**src/rtl/gate_cell_arbiter_pkg.sv**
```systemverilog
// Shared constants and types for the gate-cell arbiter: opcodes, FSM states, C1 pin bundle.
package gate_cell_arbiter_pkg;

  localparam int unsigned N_REQ = 4;
  localparam int unsigned ID_W  = 2;
  localparam int unsigned OP_W  = 3;

  typedef enum logic [OP_W-1:0] {
    OP_AND  = 3'd0,
    OP_OR   = 3'd1,
    OP_NOR  = 3'd2,
    OP_XOR  = 3'd3,
    OP_NOT  = 3'd4,
    OP_BUF  = 3'd5,
    OP_ILL6 = 3'd6,
    OP_ILL7 = 3'd7
  } opcode_e;

  typedef enum logic [1:0] {
    ST_IDLE = 2'd0,
    ST_EVAL = 2'd1,
    ST_RESP = 2'd2
  } state_e;

  // C1 cell configuration pins
  typedef struct packed {
    logic a0;
    logic a1;
    logic sa;
    logic b0;
    logic b1;
    logic sb;
    logic s0;
    logic s1;
  } c1_cfg_t;

  // Request captured at grant time
  typedef struct packed {
    logic [ID_W-1:0] id;
    logic [OP_W-1:0] op;
    logic            a;
    logic            b;
  } req_t;

  // Round-robin successor, wraps 3 -> 0
  function automatic logic [ID_W-1:0] rr_next(input logic [ID_W-1:0] id);
    return id + ID_W'(1);
  endfunction

endpackage

```
**src/rtl/gate_cell_cfg.sv**
```systemverilog
// C1 logic cell plus the opcode-to-pin mapping that drives it (combinational only).
module gate_c1_cell
  import gate_cell_arbiter_pkg::*;
(
  input  c1_cfg_t i_cfg,
  output logic    o_y_c
);

  logic w_mux_a;
  logic w_mux_b;

  // Two input muxes followed by an output mux selected by S0|S1
  assign w_mux_a = i_cfg.sa ? i_cfg.a1 : i_cfg.a0;
  assign w_mux_b = i_cfg.sb ? i_cfg.b1 : i_cfg.b0;
  assign o_y_c   = (i_cfg.s0 | i_cfg.s1) ? w_mux_b : w_mux_a;

endmodule

module gate_cell_cfg
  import gate_cell_arbiter_pkg::*;
(
  input  logic [OP_W-1:0] i_op,
  input  logic            i_a,
  input  logic            i_b,
  output logic            o_y_c,
  output logic            o_err_c
);

  c1_cfg_t w_cfg;

  // Map opcode and operands onto C1 pins; illegal opcodes leave all pins low (y=0)
  always_comb begin
    w_cfg   = '0;
    o_err_c = 1'b0;
    case (i_op)
      OP_AND: begin w_cfg.sa = i_a; w_cfg.a1 = i_b; end
      OP_OR:  begin w_cfg.sa = i_a; w_cfg.a0 = i_b; w_cfg.a1 = 1'b1; end
      OP_NOR: begin w_cfg.s1 = 1'b1; w_cfg.sb = i_a; w_cfg.b0 = ~i_b; end
      OP_XOR: begin w_cfg.s0 = 1'b1; w_cfg.sb = i_a; w_cfg.b0 = i_b; w_cfg.b1 = ~i_b; end
      OP_NOT: begin w_cfg.sa = i_a; w_cfg.a0 = 1'b1; end
      OP_BUF: begin w_cfg.sa = i_a; w_cfg.a1 = 1'b1; end
      default: o_err_c = 1'b1;
    endcase
  end

  gate_c1_cell u_c1 (
    .i_cfg (w_cfg),
    .o_y_c (o_y_c)
  );

endmodule

```
**src/rtl/gate_cell_arbiter.sv**
```systemverilog
// Round-robin arbiter of four requesters sharing one C1 gate cell; IDLE/EVAL/RESP sequencing.
module gate_cell_arbiter
  import gate_cell_arbiter_pkg::*;
#(
  parameter int unsigned CNT_W = 8
) (
  input  logic                  clk,
  input  logic                  rst_n,
  input  logic [N_REQ-1:0]      req_valid,
  output logic [N_REQ-1:0]      req_ready,
  input  logic [N_REQ*OP_W-1:0] req_op,
  input  logic [N_REQ-1:0]      req_a,
  input  logic [N_REQ-1:0]      req_b,
  output logic                  rsp_valid,
  input  logic                  rsp_ready,
  output logic [ID_W-1:0]       rsp_id,
  output logic                  rsp_data,
  output logic                  rsp_err,
  output logic                  busy,
  output logic [CNT_W-1:0]      op_count
);

  state_e           r_state;
  logic [ID_W-1:0]  r_rr_ptr;
  req_t             r_req;
  logic             r_rsp_valid;
  logic [ID_W-1:0]  r_rsp_id;
  logic             r_rsp_data;
  logic             r_rsp_err;
  logic             r_busy;
  logic [CNT_W-1:0] r_op_count;

  logic             w_found;
  logic [ID_W-1:0]  w_win;
  logic [ID_W-1:0]  w_idx;
  logic [OP_W-1:0]  w_win_op;
  logic             w_cell_y;
  logic             w_cell_err;

  // Round-robin search for the first valid requester starting at r_rr_ptr
  always_comb begin
    w_found  = 1'b0;
    w_win    = '0;
    w_idx    = '0;
    w_win_op = '0;
    for (int unsigned k = 0; k < N_REQ; k++) begin
      w_idx = r_rr_ptr + ID_W'(k);
      if (!w_found && req_valid[w_idx]) begin
        w_found  = 1'b1;
        w_win    = w_idx;
        w_win_op = req_op[w_idx*OP_W +: OP_W];
      end
    end
  end

  // Grant strobe only in IDLE; gated by rst_n so it drops immediately in reset
  assign req_ready = (rst_n && (r_state == ST_IDLE) && w_found) ? (N_REQ'(1) << w_win) : '0;

  gate_cell_cfg u_cfg (
    .i_op    (r_req.op),
    .i_a     (r_req.a),
    .i_b     (r_req.b),
    .o_y_c   (w_cell_y),
    .o_err_c (w_cell_err)
  );

  // Control FSM: capture on grant, evaluate for one cycle, hold response until accepted
  always_ff @(posedge clk or negedge rst_n) begin
    if (!rst_n) begin
      r_state     <= ST_IDLE;
      r_rr_ptr    <= '0;
      r_req       <= '0;
      r_rsp_valid <= 1'b0;
      r_rsp_id    <= '0;
      r_rsp_data  <= 1'b0;
      r_rsp_err   <= 1'b0;
      r_busy      <= 1'b0;
      r_op_count  <= '0;
    end else begin
      case (r_state)
        ST_IDLE: begin
          if (w_found) begin
            r_req    <= '{id: w_win, op: w_win_op, a: req_a[w_win], b: req_b[w_win]};
            r_rr_ptr <= rr_next(w_win);
            r_busy   <= 1'b1;
            r_state  <= ST_EVAL;
          end
        end
        ST_EVAL: begin
          r_rsp_data  <= w_cell_y;
          r_rsp_err   <= w_cell_err;
          r_rsp_id    <= r_req.id;
          r_rsp_valid <= 1'b1;
          r_state     <= ST_RESP;
        end
        ST_RESP: begin
          if (rsp_ready) begin
            r_rsp_valid <= 1'b0;
            r_busy      <= 1'b0;
            if (r_op_count != {CNT_W{1'b1}}) begin
              r_op_count <= r_op_count + CNT_W'(1);
            end
            r_state <= ST_IDLE;
          end
        end
        default: begin
          r_state <= ST_IDLE;
          r_busy  <= 1'b0;
        end
      endcase
    end
  end

  assign rsp_valid = r_rsp_valid;
  assign rsp_id    = r_rsp_id;
  assign rsp_data  = r_rsp_data;
  assign rsp_err   = r_rsp_err;
  assign busy      = r_busy;
  assign op_count  = r_op_count;

endmodule

```
**config.mk**
```make
export PLATFORM = sky130hd
export DESIGN_NAME = gate_cell_arbiter
export DESIGN_NICKNAME = d
export VERILOG_FILES = /design/src/rtl/gate_cell_arbiter_pkg.sv /design/src/rtl/gate_cell_cfg.sv /design/src/rtl/gate_cell_arbiter.sv
export SDC_FILE = /design/constraint.sdc
export NUM_CORES = 1
export LEC_CHECK = 0
export ABC_CLOCK_PERIOD_IN_PS = 1500
export BUFFER_PORTS_ARGS = -buffer_cell sky130_fd_sc_hd__buf_2
export CAP_MARGIN = 30
export CORE_AREA = 2 2 74 76
export CTS_BUF_LIST = sky130_fd_sc_hd__clkbuf_2 sky130_fd_sc_hd__clkbuf_4 sky130_fd_sc_hd__clkbuf_8
export DETAILED_ROUTE_END_ITERATION = 16
export DIE_AREA = 0 0 76 78
export GPL_ROUTABILITY_DRIVEN = 1
export PLACE_DENSITY_LB_ADDON = 0.08
export SYNTH_ARGS = -nofsm -noshare
export SYNTH_HDL_FRONTEND = slang
export SYNTH_HIERARCHICAL = 1
export SYNTH_SLANG_ARGS = --single-unit
```
**constraint.sdc**
```tcl
create_clock -name clk -period 1.5 [get_ports clk]
set_input_delay 0 -clock clk [delete_from_list [all_inputs] [get_ports clk]]
set_output_delay 0 -clock clk [all_outputs]
set_load 0.005 [all_outputs]
```
; ---- Word-level counts from Yosys, hierarchy flattened
; Cells that the tools add are included.
[word_totals]
in_bits = 27
ff_bits = 25
out_inout_bits = 18
word_cells = 108
[op_classes]
order_cmp = 5
n_mul = 4
n_eq_ne = 10
muxes = 44
add_sub_neg = 5
reduce_logical = 20
bitwise_logic = 3
n_shift = 5
[ops]
columns = op, count
row1 = 12-bit by 5-bit indexed part select with 3-bit output, 4
row2 = 1-bit two-way mux, 21
row3 = 2-bit by 2-bit multiplier with 4-bit output (second input constant), 4
row4 = 2-bit by 3-bit < comparator with 1-bit output (second input constant), 5
row5 = 1-bit binary-select mux with 2-bit select, 6
row6 = 2-bit two-way mux, 6
row7 = 3-bit two-way mux, 4
row8 = 8-bit by 1-bit adder with 8-bit output (second input constant), 1
row9 = 8-bit != test (second input constant), 1
row10 = 1-bit case mux with 2 select lines, 4
row11 = 3-bit by 2-bit == test with 1-bit output (second input constant), 2
row12 = 3-bit == test (second input constant), 2
row13 = 2-bit case mux with 3 select lines, 1
row14 = 2-bit AND reduction, 3
row15 = 3-bit AND reduction, 2
row16 = 6-bit OR reduction, 1
row17 = 1-bit logical AND, 5
row18 = 2-bit by 1-bit adder with 2-bit output (second input constant), 2
row19 = 2-bit adder (second input constant), 2
row20 = 4-bit two-way mux, 1
row21 = 2-bit != test (second input constant), 2
row22 = 2-bit OR reduction, 2
row23 = 4-bit OR reduction, 1
row24 = 1-bit by 2-bit left shift with 4-bit output (first input constant), 1
row25 = other kinds (10), 13

; ---- Longest topological paths before layout
; Gate-level depths: netlist of the first run.
[depth]
depth_word = 14
depth_mapped = 9
mapped_depth_nobuf = 7

; ---- Hierarchy
; Netlist of the first run, hierarchy kept.
[modules_own_cells]
columns = module, area_per_inst_um2, n_inst, cells_each, seq_area_each_um2
row1 = gate_cell_arbiter, 1861.8, 1, 183, 625.6
row2 = gate_cell_cfg, 86.3, 1, 15, 0.0
row3 = gate_c1_cell, 33.8, 1, 4, 0.0

; ---- Worst setup path before layout of the first run
; No wires, ideal clock.
[synth_timing]
kind = register to register
from = register r_rr_ptr[0]
to = register r_req[2] in the netlist's numbering
period_less_slack_ps = 1623
n_path_buf = 2
t_required_ps = 1374
setup_ps = 126
slack_ps = -123
stages_incl_launch_ff = 7
arrival_ps = 1497
path_cell_list = dfrtp_1 -> buf_4 -> buf_2 -> a221oi_1 -> nor3b_1 -> a211oi_1 -> o21ai_2
[synth_between]
elab_chain_cells = 13
word_cells_on_any_way = 34
cone_classes = add/sub: 3 / mul: 4 / shift: 4 / mux: 16 / reduce/logical: 7
[synth_rtl]
columns = item, line_no
row1 = from (decl), gate_cell_arbiter.sv:24  ; logic [ID_W-1:0] r_rr_ptr;
row2 = from (signal assigned), gate_cell_arbiter.sv:84  ; r_rr_ptr <= rr_next(w_win);
row3 = branches (longest 13 deep; another with 2-bit by 2-bit multiplier with 4-bit output), -
row4 = to (signal assigned), gate_cell_arbiter.sv:83  ; r_req <= '{id: w_win, op: w_win_op, a: req_a[w_win], b: req_b[w_win]};
row5 = to (decl), gate_cell_arbiter.sv:25  ; req_t r_req;
; Parallel ways; which one is timed is not known. The select of a mux whose other input is x is not followed.
; A chain may end at the register's enable or synchronous reset.

; ---- Worst setup path in the final report of the first run
[layout_timing]
from = register r_rr_ptr[0]
to = register r_req[4] in the netlist's numbering
; Same word-level chain as after synthesis.

==> results of run 1 <==
==> per-stage QoR <==
stage	cells	hold slack [ps]	TNS (ps)
final	365	66.54	-2165
after global routing	365	100.1	-3381
after CTS	361	77.07	-2087
after detailed placement	347	27.39	-961.7
after global placement	347	28.87	-861.7
after floorplan	202	-295.6	-121.4
==> worst reg2reg max path: stages, from the launching register on <==
cell,delay (ps)
dfrtp_2,470
buf_12,150
buf_12,120
or3b_1,350
a21boi_1,140
buf_4,140
or2_4,130
a211oi_2,50
o21ai_2,130
==> metal layers <==
metal	wire length [um]	up-vias	GRT usage
li1	-	938	-
met1	2479	891	0.2551
met3	106	4	0.01163
met4	34	0	0.03818
met2	2513	35	0.2982
met5	0	-	0
==> repair_timing <==
action | in CTS | in global routing
resized for setup | 23 | 13
hold endpoints to repair | 26 | 0
gates cloned | 1 | 1
pin swaps | 13 | 15
buffers inserted | 8 | 3
setup endpoints to repair | 9 | 19
hold buffers | 2 | 0
==> logic make-up (layout without fill, tap and decap cells) <==
| kind of cell | Yosys count | in the layout |
|---|---|---|
| adders and majority gates | 1 | 1 |
| muxes | 25 | 25 |
| DFF | 25 | 25 |
| buffers and inverters | 21 | 114 |
| xor gates and xnor gates | 9 | 9 |
| and+or+nand+nor | 80 | 80 |
| AOI/OAI and AO/OA | 41 | 41 |
==> registers in the layout, indices dropped and copies added, names as in the netlist <==
signal / count
busy: 1
op_count: 8
r_req: 7
r_rr_ptr: 2
r_state: 2
rsp_data: 1
rsp_err: 1
rsp_id: 2
rsp_valid: 1
==> final cells by class <==
cell class	instances	area, um^2	share of cell area
repair buffers	100	719.4	0.2460
flip-flops and latches	25	626.9	0.2144
clock buffers	4	48.80	0.01669
multi-input cells	156	1404	0.4801
well taps	70	87.58	0.02995
inverters	10	37.54	0.01284
==> power by group <==
| part | internal [mW] | total [mW] | switching (mW) | leakage (nW) |
|---|---|---|---|---|
| clock network | 0.208 | 0.422 | 0.213 | 0.0262 |
| logic | 2.02 | 3.68 | 1.65 | 0.984 |
| registers | 0.961 | 1.20 | 0.242 | 0.311 |
| total | 3.19 | 5.30 | 2.11 | 1.32 |
==> path summary, 6_finish.rpt <==
path                               end  slack (ps)  cells past startpoint
setup / recovery              r_req[4]        -250                      8
hold / removal                r_req[1]          70                      3
setup reg to reg              r_req[4]        -250                      8
hold reg to reg              rsp_id[1]         480                      2
max in group asynchronous  r_rr_ptr[0]         970                      3
min in group asynchronous    rsp_valid         260                      3
==> cell usage in the layout (no fill, tap or decap), drive strengths merged, types with 2 or more instances in the layout <==
cell type / count
a211o: 2
a211oi: 4
a21oi: 6
a22oi: 3
a2bb2oi: 3
buf: 97
clkbuf: 5
dfrtp: 25
dlygate4sd3: 2
inv: 10
mux2: 4
mux2i: 14
mux4: 7
nand2: 16
nand2b: 5
nand3: 8
nand3b: 3
nand4: 3
nor2: 14
nor2b: 4
nor3: 5
nor3b: 6
nor4: 4
o211ai: 2
o21ai: 11
o31ai: 2
or2: 2
or3b: 4
or4: 2
xnor2: 5
xor2: 4
==> flow_metrics.tcl, run 1 <==
set metrics [dict create \
    drt_iter0_drc 48 \
    path_clk_slew_ps 90 \
    cts_sinks 25 \
    worst_pin_slew_ps 337.6 \
    ys_warn_count 6 \
    period_share 1.168 \
    gr-total-overflow 0 \
    min_from "req_a[2]" \
    core-area_um2 5042 \
    final_util 0.5799 \
    critPathRequiredTime_ps 1700 \
    clock_tree.buffer_depth 2 \
    synth_cell_types 55 \
    cts_root_buf "clkbuf_8" \
    fin_area_um2 2924 \
    p_total_mw 5.301 \
    peakVddDrop_mv 0.7218 \
    setup_slack_ps -251.9 \
    grt_max_degree 26 \
    antenna_found_initial 0 \
    maxSlewHeadroom 0.7749 \
    crit_path_cell_trace "buf_12, buf_12, or3b_1, a21boi_1, buf_4, or2_4, a211oi_2, o21ai_2" \
    grt_pass1_wl_um 8818 \
    arrival_ps 1950 \
    yosys.area.top_type_share 0.3157 \
    n_antenna_cell 0 \
    numCtsBuffers 3 \
    final_hold_viol_count 0 \
    violations "setup timing" \
    drc 0 \
    ys_top_cells_by_count "dfrtp_1, nand2_1, mux2i_1" \
    routed-via-count 1868 \
    synthMuxAreaShare 0.1730 \
    synthXorXnorAreaFrac 0.03977 \
    hpwlAfterDp_um 3778 \
    wirelength_um 5134 \
    synth-simple-area-share 0.2386 \
    port_buffers 44 \
    ys_seq_area_frac 0.3157 \
    crit_fanout 5 \
    cpPeakStageDelay_ps 470 \
    clock_latency_ps 270 \
    drive_gt1_frac 0.5186 \
    leakage_nw 1.321 \
    yosysTopAreaCell "dfrtp_1" \
    rows 26 \
    cts_tree "yes" \
    drt_first_pass_iters 4 \
    rsz0062_at_grt "yes" \
    htree_num_levels 1 \
    synth_edf_count 0 \
    synth_top_family_by_area "simple AND/OR/NAND/NOR gates" \
    fillers 458 \
    fp.dieW_um 76 \
    via_per_inst 5.118 \
    gp_congestion 0.7861 \
    slew_viol_final 0 \
    area_delta_synth_final_pct 47.54 \
    ioPinCount 45 \
    drtAntennaViolNets 0 \
    dp_slack_ps -176.3 \
    ys.flop_type "dfrtp_1" \
    hold_class "primary input to flip-flop" \
    p_per_area_nw_per_um2 1813 \
    status "finished with violations" \
    skew_ps 5.884 \
    die_y_um 78 \
    synthArstFlopShare 1.000 \
    r2r_start "r_rr_ptr[0]" \
    syn_inst 202 \
    setup_violations 10 \
    grt_use_total 0.1782 \
    worstSetupPathType "flip-flop to flip-flop" \
    ys_ff_latch 25 \
    worst-path-buf-inv 3 \
    synth_nets 230 \
    start_util 0.3931 \
    dieArea_um2 5928 \
    crit_start "r_rr_ptr[0]" \
    fin_crit_ps 1752 \
    maxCapViolations 0 \
    synth.cell_area_um2 1982 \
    place_area_um2 2567 \
    avgRoutedWirePerCell_um 14.07 \
    synth_most_common_cell "dfrtp_1" \
    worst_path_most_repeated_cell "buf_12" \
    grt_pass1_vias 1808 \
    synth_compound_area_frac 0.1641 \
    synthAdderAreaFrac 0.006313 \
    cp_top_family "simple AND/OR/NAND/NOR gates" \
    startpoint_type "flip-flop" \
    slowest_stage "dfrtp_2" \
    clock.fmax_mhz 570.8 \
    synth_area_per_cell_um2 9.811 \
    synth.area.top_cells "dfrtp_1, mux4_2, mux2i_1, nand2_1, mux2_2" \
    fin_nets 324 \
    crit_path_end_kind "flip-flop" \
]
(Power assumes the default switching activity.)
==> run 2, diff against run 1 <==
--- a/config.mk
+++ b/config.mk
@@ -8,13 +8,12 @@
 export ABC_CLOCK_PERIOD_IN_PS = 1500
 export BUFFER_PORTS_ARGS = -buffer_cell sky130_fd_sc_hd__buf_2
 export CAP_MARGIN = 30
-export CORE_AREA = 2 2 74 76
+export CORE_AREA = 2 2 72 74
 export CTS_BUF_LIST = sky130_fd_sc_hd__clkbuf_2 sky130_fd_sc_hd__clkbuf_4 sky130_fd_sc_hd__clkbuf_8
 export DETAILED_ROUTE_END_ITERATION = 16
-export DIE_AREA = 0 0 76 78
+export DIE_AREA = 0 0 74 76
 export GPL_ROUTABILITY_DRIVEN = 1
 export PLACE_DENSITY_LB_ADDON = 0.08
 export SYNTH_ARGS = -nofsm -noshare
 export SYNTH_HDL_FRONTEND = slang
-export SYNTH_HIERARCHICAL = 1
 export SYNTH_SLANG_ARGS = --single-unit
==> run 2 against run 1 <==
Compared with the run above: the flow still finishes with violations (setup timing); register-to-register slack lost 20 ps; first-iteration DRC count grew 96%; flip-flop and latch count is the same; critical path depth shrank 1; die area shrank 5.1%; area after synthesis shrank 6.4%; clock-buffer cell count shrank 1; clock power shrank 7.6%; cell count shrank 2.2%; hold slack lost 13 ps; largest cell class unchanged.
==> flow_metrics.tcl, run 2 <==
set metrics [dict create \
    final_hold_viol_count 0 \
    ys_seq_area_frac 0.3372 \
    rsz0062_at_grt "yes" \
    final_cell_mix "buf_2, buf_4, nand2_1" \
    cpPeakStageDelay_ps 420 \
    cts_sinks 25 \
    die_y_um 76 \
    reg2reg_depth 8 \
    drt_iter0_drc 94 \
    multi_input_area_um2 1257 \
    min_path_cells 3 \
    leakage_nw 1.296 \
    maxCapViolations 0 \
    avgRoutedWirePerCell_um 13.20 \
    setup_violations 13 \
    setup_slack_ps -274.9 \
    grt_pass1_vias 1737 \
    grt_max_degree 26 \
    mostFrequentLayoutCell "buf_2" \
    maxSlewHeadroom 0.7461 \
    clock_tree.buffer_depth 2 \
    synth_area_per_cell_um2 9.324 \
    drc 0 \
    core-area_um2 4912 \
    synth_edf_count 0 \
    ys.flop_type "dfrtp_1" \
    peakVddDrop_mv 0.6258 \
    crit_path_end_kind "primary output" \
    htree_num_levels 1 \
    largest_reg_flops 8 \
    slew_viol_final 0 \
    yosys.area.top_type_share 0.3372 \
    arrival_ps 1770 \
    startpoint_type "flip-flop" \
    p_per_area_nw_per_um2 1758 \
    cts_root_buf "clkbuf_8" \
    rows 26 \
    worst_pin_slew_ps 378.6 \
    fillers 437 \
    fin_crit_ps 1775 \
    routed-via-count 1791 \
    gr-total-overflow 0 \
    grt_pass1_wl_um 7845 \
    p_total_mw 4.831 \
    dieArea_um2 5624 \
    ys_ff_latch 25 \
    fin_nets 316 \
    wirelength_um 4712 \
    violations "setup timing" \
    slowest_stage "dfrtp_1" \
    crit_fanout 8 \
    critPathRequiredTime_ps 1500 \
    drive_gt1_frac 0.4843 \
    path_clk_slew_ps 90 \
    status "finished with violations" \
    fp.dieW_um 74 \
    place_area_um2 2341 \
    synth.area.top_cells "dfrtp_1, mux2i_1, nand2_1, mux4_2, mux2_2" \
    syn_inst 199 \
    synthArstFlopShare 1.000 \
    cts_tree "yes" \
    n_antenna_cell 0 \
    worstSetupPathType "flip-flop to primary output" \
    fin_area_um2 2748 \
    drt_first_pass_iters 4 \
    area_delta_synth_final_pct 48.08 \
    synth_cell_types 45 \
    gp_congestion 0.7526 \
    synth_nets 227 \
    seq_area_um2 626.9 \
    antenna_found_initial 0 \
    ioPinCount 45 \
    via_per_inst 5.017 \
    port_buffers 44 \
    synth.cell_area_um2 1856 \
    ys_top_cells_by_count "nand2_1, dfrtp_1, o21ai_0" \
    period_share 1.183 \
    skew_ps 3.791 \
    hpwlAfterDp_um 3399 \
    ys_warn_count 0 \
    synth_most_common_cell "nand2_1" \
    hold_class "primary input to flip-flop" \
    grt_use_total 0.1717 \
    clock.fmax_mhz 563.4 \
    clock_latency_ps 260 \
    yosysTopAreaCell "dfrtp_1" \
    crit_path_cell_trace "buf_12, mux2_4, o21a_4, nand2_4, buf_6, nor3b_2, buf_2" \
    drtAntennaViolNets 0 \
    numCtsBuffers 3 \
    start_util 0.3777 \
]
==> run 2: metrics by stage <==
| stage | worst slack (ps) | hold WS (ps) | setup TNS, ps | util | cells |
|---|---|---|---|---|---|
| 4_1_cts | -277.5 | 54.57 | -2947 | 0.5382 | 354 |
| 2_1_floorplan | -13.92 | -295.6 | -37.38 | - | 199 |
| 6_report | -274.9 | 53.13 | -2853 | 0.5593 | 357 |
| 5_1_grt | -363.2 | 64.84 | -3836 | 0.5593 | 357 |
| 3_3_place_gp | -234.6 | 48.29 | -2190 | 0.4766 | 333 |
| 3_5_place_dp | -261.8 | 47.15 | -2316 | 0.4766 | 333 |
==> run 2: repair_timing <==
action / CTS / global route
hold buffers: 2 / 0
buffers inserted: 14 / 4
gates cloned: 1 / 0
setup endpoints to repair: 14 / 16
pin swaps: 9 / 12
gates resized for setup: 23 / 18
hold endpoints to repair: 26 / 0
==> run 2: logic make-up (layout without fill, tap and decap cells) <==
| kind of cell | Yosys count | in the layout | share of synthesized area |
|---|---|---|---|
| compound gates | 57 | 57 | 0.2111 |
| xor+xnor | 8 | 8 | 0.03776 |
| fa+ha+maj | 1 | 1 | 0.006742 |
| buf+inv | 21 | 109 | 0.06069 |
| flops | 25 | 25 | 0.3372 |
| mux | 22 | 22 | 0.1504 |
| simple gates | 65 | 65 | 0.1962 |
==> run 2: layout make-up <==
| type | count | area share |
|---|---|---|
| Multi-Input combinational cell | 153 | 0.4577 |
| Clock buffer | 3 | 0.01503 |
| Timing Repair Buffer | 96 | 0.2532 |
| Clock inverter | 1 | 0.001821 |
| Tap cell | 70 | 0.03188 |
| Sequential cell | 25 | 0.2281 |
| Inverter | 9 | 0.01230 |
==> run 2: final timing paths <==
path / endpoint / start / slack, ps
worst max-delay path: req_ready[2] / r_rr_ptr[0] / -270
worst min-delay path: r_req[1] / req_a[3] / 50
worst max register to register: r_req[1] / r_rr_ptr[1] / -270
worst min register to register: r_req[6] / r_req[6] / 480
max in group asynchronous: r_rr_ptr[1] / rst_n / 940
min in group asynchronous: rsp_valid / rst_n / 300
==> run 2: critical path, delay by kind of cell, from the launching register on <==
| kind | cells | cell delay (ps) |
|---|---|---|
| DFF | 1 | 420 |
| buffers and inverters | 3 | 380 |
| muxes | 1 | 270 |
| and+or+nand+nor | 2 | 220 |
| AOI/OAI and AO/OA | 1 | 210 |
==> run 2: layer usage <==
metal,up-vias,part of all wire,wire length (um),track usage
met5,-,0,0,0
met4,0,0.0072,34,0.04727
met3,2,0.022,106,0.01587
met2,32,0.51,2413,0.3000
met1,848,0.46,2158,0.2217
li1,909,-,-,-
==> run 2: power breakdown <==
group          switching [mW]  internal [mW]  leakage (nW)
sequential              0.235          0.951         0.306
combinational            1.42           1.83         0.965
clock                   0.205          0.185        0.0255
==> run 3, diff against run 2 <==
--- a/config.mk
+++ b/config.mk
@@ -13,7 +13,6 @@
 export DETAILED_ROUTE_END_ITERATION = 16
 export DIE_AREA = 0 0 74 76
 export GPL_ROUTABILITY_DRIVEN = 1
-export PLACE_DENSITY_LB_ADDON = 0.08
 export SYNTH_ARGS = -nofsm -noshare
 export SYNTH_HDL_FRONTEND = slang
 export SYNTH_SLANG_ARGS = --single-unit
==> run 3 against run 2 <==
Compared with the run above: clock-buffer cell count is 1 higher; wire length is 2.3% lower; highest routed layer unchanged; die area stayed put; clock skew hardly changed; the flow still finishes with violations (setup timing); cell count is 0.56% lower; design area is 2.2% lower.
==> flow_metrics.tcl, run 3 (synthesis gave the netlist of run 2 again) <==
set metrics [dict create \
    skew_ps 3.345 \
    slew_viol_final 0 \
    p_int_mw 2.883 \
    clock.fmax_mhz 542.2 \
    drtAntennaViolNets 0 \
    worst-path-buf-inv 5 \
    core-area_um2 4912 \
    cts_sinks 25 \
    crit_path_end_kind "primary output" \
    r2r_start "r_rr_ptr[1]" \
    crit_fanout 8 \
    drt_first_pass_iters 4 \
    reg2reg_depth 7 \
    status "finished with violations" \
    setup_slack_ps -344.3 \
    r2r_end "r_req[3]" \
    dp_slack_ps -245.5 \
    arrival_ps 1840 \
    p_sw_frac 0.3868 \
    clock_latency_ps 260 \
    final_hold_viol_count 0 \
    via_per_inst 5.096 \
    routed-via-count 1809 \
    grt_pass1_wl_um 7990 \
    mostFrequentLayoutCell "buf_2" \
    crit_path_cell_trace "buf_12, buf_6, a21o_1, a221oi_4, buf_6, buf_6, nor3_2, buf_2" \
    crit_start "r_rr_ptr[0]" \
    cts_tree "yes" \
    min_path_cells 3 \
    cp_num_cells 8 \
    worstSetupPathType "flip-flop to primary output" \
    rsz0062_at_grt "yes" \
    grt_max_degree 26 \
    die_y_um 76 \
    rows 26 \
    fin_area_um2 2688 \
    ioPinCount 45 \
    start_util 0.3777 \
    fin_nets 314 \
    fin_crit_ps 1844 \
    violations "setup timing" \
    htree_num_levels 1 \
    combPwrFrac 0.663 \
    r2r_slack_ps -260 \
    dp.cells 334 \
    final_cells 355 \
    power.share.sequential 0.250 \
    antenna_found_initial 0 \
    clock_power_share 0.087 \
    gp_congestion 0.7692 \
    slowest_stage "dfrtp_1" \
    leakage_nw 1.247 \
    n_antenna_cell 0 \
    dieArea_um2 5624 \
    hpwlAfterDp_um 3246 \
    cts_root_buf "clkbuf_8" \
    critPathCapture "req_ready[1]" \
    drive_gt1_frac 0.4772 \
    p_sw_mw 1.818 \
    fp.dieW_um 74 \
    numCtsBuffers 3 \
    final_cell_mix "buf_2, buf_4, nand2_1" \
    critPathRequiredTime_ps 1500 \
    port_buffers 44 \
    drt_iter0_drc 78 \
    maxSlewHeadroom 0.7247 \
    worst_path_most_repeated_cell "buf_6" \
    hold_class "primary input to flip-flop" \
    maxCapViolations 0 \
    p_per_area_nw_per_um2 1749 \
    gr-total-overflow 0 \
    grt_pass1_vias 1754 \
    timing.hold.ws_ps 58.19 \
    peakVddDrop_mv 0.7946 \
    startpoint_type "flip-flop" \
    wirelength_um 4602 \
    area_delta_synth_final_pct 44.84 \
    setup_violations 13 \
    largest_reg_flops 8 \
    period_share 1.230 \
    cpPeakStageDelay_ps 420 \
    worst_pin_slew_ps 410.5 \
    drc 0 \
    place_area_um2 2349 \
    grt_use_total 0.1741 \
    cp_top_family "buffers and inverters" \
    avgRoutedWirePerCell_um 12.96 \
    clock_tree.buffer_depth 2 \
    path_clk_slew_ps 80 \
]
==> run 3: cell count changes in the layout (fill, tap and decap cells not counted), sizes merged <==
cell | before | now
clkinv | 1 | 0
clkbuf | 3 | 4
bufbuf | 1 | 0
buf | 93 | 92
==> run 3: worst min path at each step <==
stage / startpoint / end / slack (ps)
after floorplan: rst_n / busy / -300
after global placement: rst_n / rsp_valid / 60
after detailed placement: rst_n / busy / 60
after CTS: req_a[3] / r_req[1] / 50
after global routing: req_a[2] / r_req[1] / 70
final: req_a[2] / r_req[1] / 60
==> run 3: worst reg2reg max path, delay by kind of cell (launching register included) <==
| family | cells | cell delay (ps) |
|---|---|---|
| mux | 1 | 540 |
| flops | 1 | 410 |
| compound gates | 3 | 360 |
| buf+inv | 2 | 260 |
| simple gates | 1 | 70 |
==> run 3: layer usage <==
metal  vias to the layer above  track usage  part of all wire
li1                        908            -                 -
met1                       868       0.2317              0.46
met2                        31       0.2946              0.50
met3                         2      0.03307             0.031
met4                         0      0.02909            0.0059
met5                         -            0                 0
==> run 3: power groups by stage <==
| stage | Combinational (mW) | Sequential, mW | Clock [mW] |
|---|---|---|---|
| 6_report | 3.12 | 1.18 | 0.409 |
| 3_5_place_dp | 2.59 | 1.17 | 0 |
| 4_1_cts | 2.95 | 1.16 | 0.425 |
| 2_1_floorplan | 1.68 | 1.18 | 0 |
| 3_3_place_gp | 2.56 | 1.17 | 0 |
| 5_1_grt | 3.44 | 1.22 | 0.459 |
==> run 3: stage by stage <==
| step | TNS, ps | total power, mW | utilization |
|---|---|---|---|
| global placement | -1765 | 3.724 | 0.4781 |
| detailed placement | -1942 | 3.766 | 0.4781 |
| finish | -3055 | 4.702 | 0.5471 |
| floorplan | -37.38 | 2.862 | - |
| global route | -4184 | 5.119 | 0.5471 |
| CTS | -3096 | 4.536 | 0.5250 |
==> run 3: layout make-up <==
cell class                      count  area (um^2)
Fill cell                         459         2225
Inverter                            9        33.78
Tap cell                           70        87.58
Sequential cell                    25        626.9
Clock buffer                        4        48.80
Multi-Input combinational cell    153         1247
Timing Repair Buffer               94        643.1
==> run 3: timing repair <==
item / 4_1_cts / 5_1_grt
pin swaps: 7 / 9
setup buffers: 10 / 8
endpoints found under the hold margin: 26 / 0
resized for setup: 18 / 22
gates cloned: 1 / 0
hold buffers: 2 / 0
setup endpoints to repair: 13 / 18
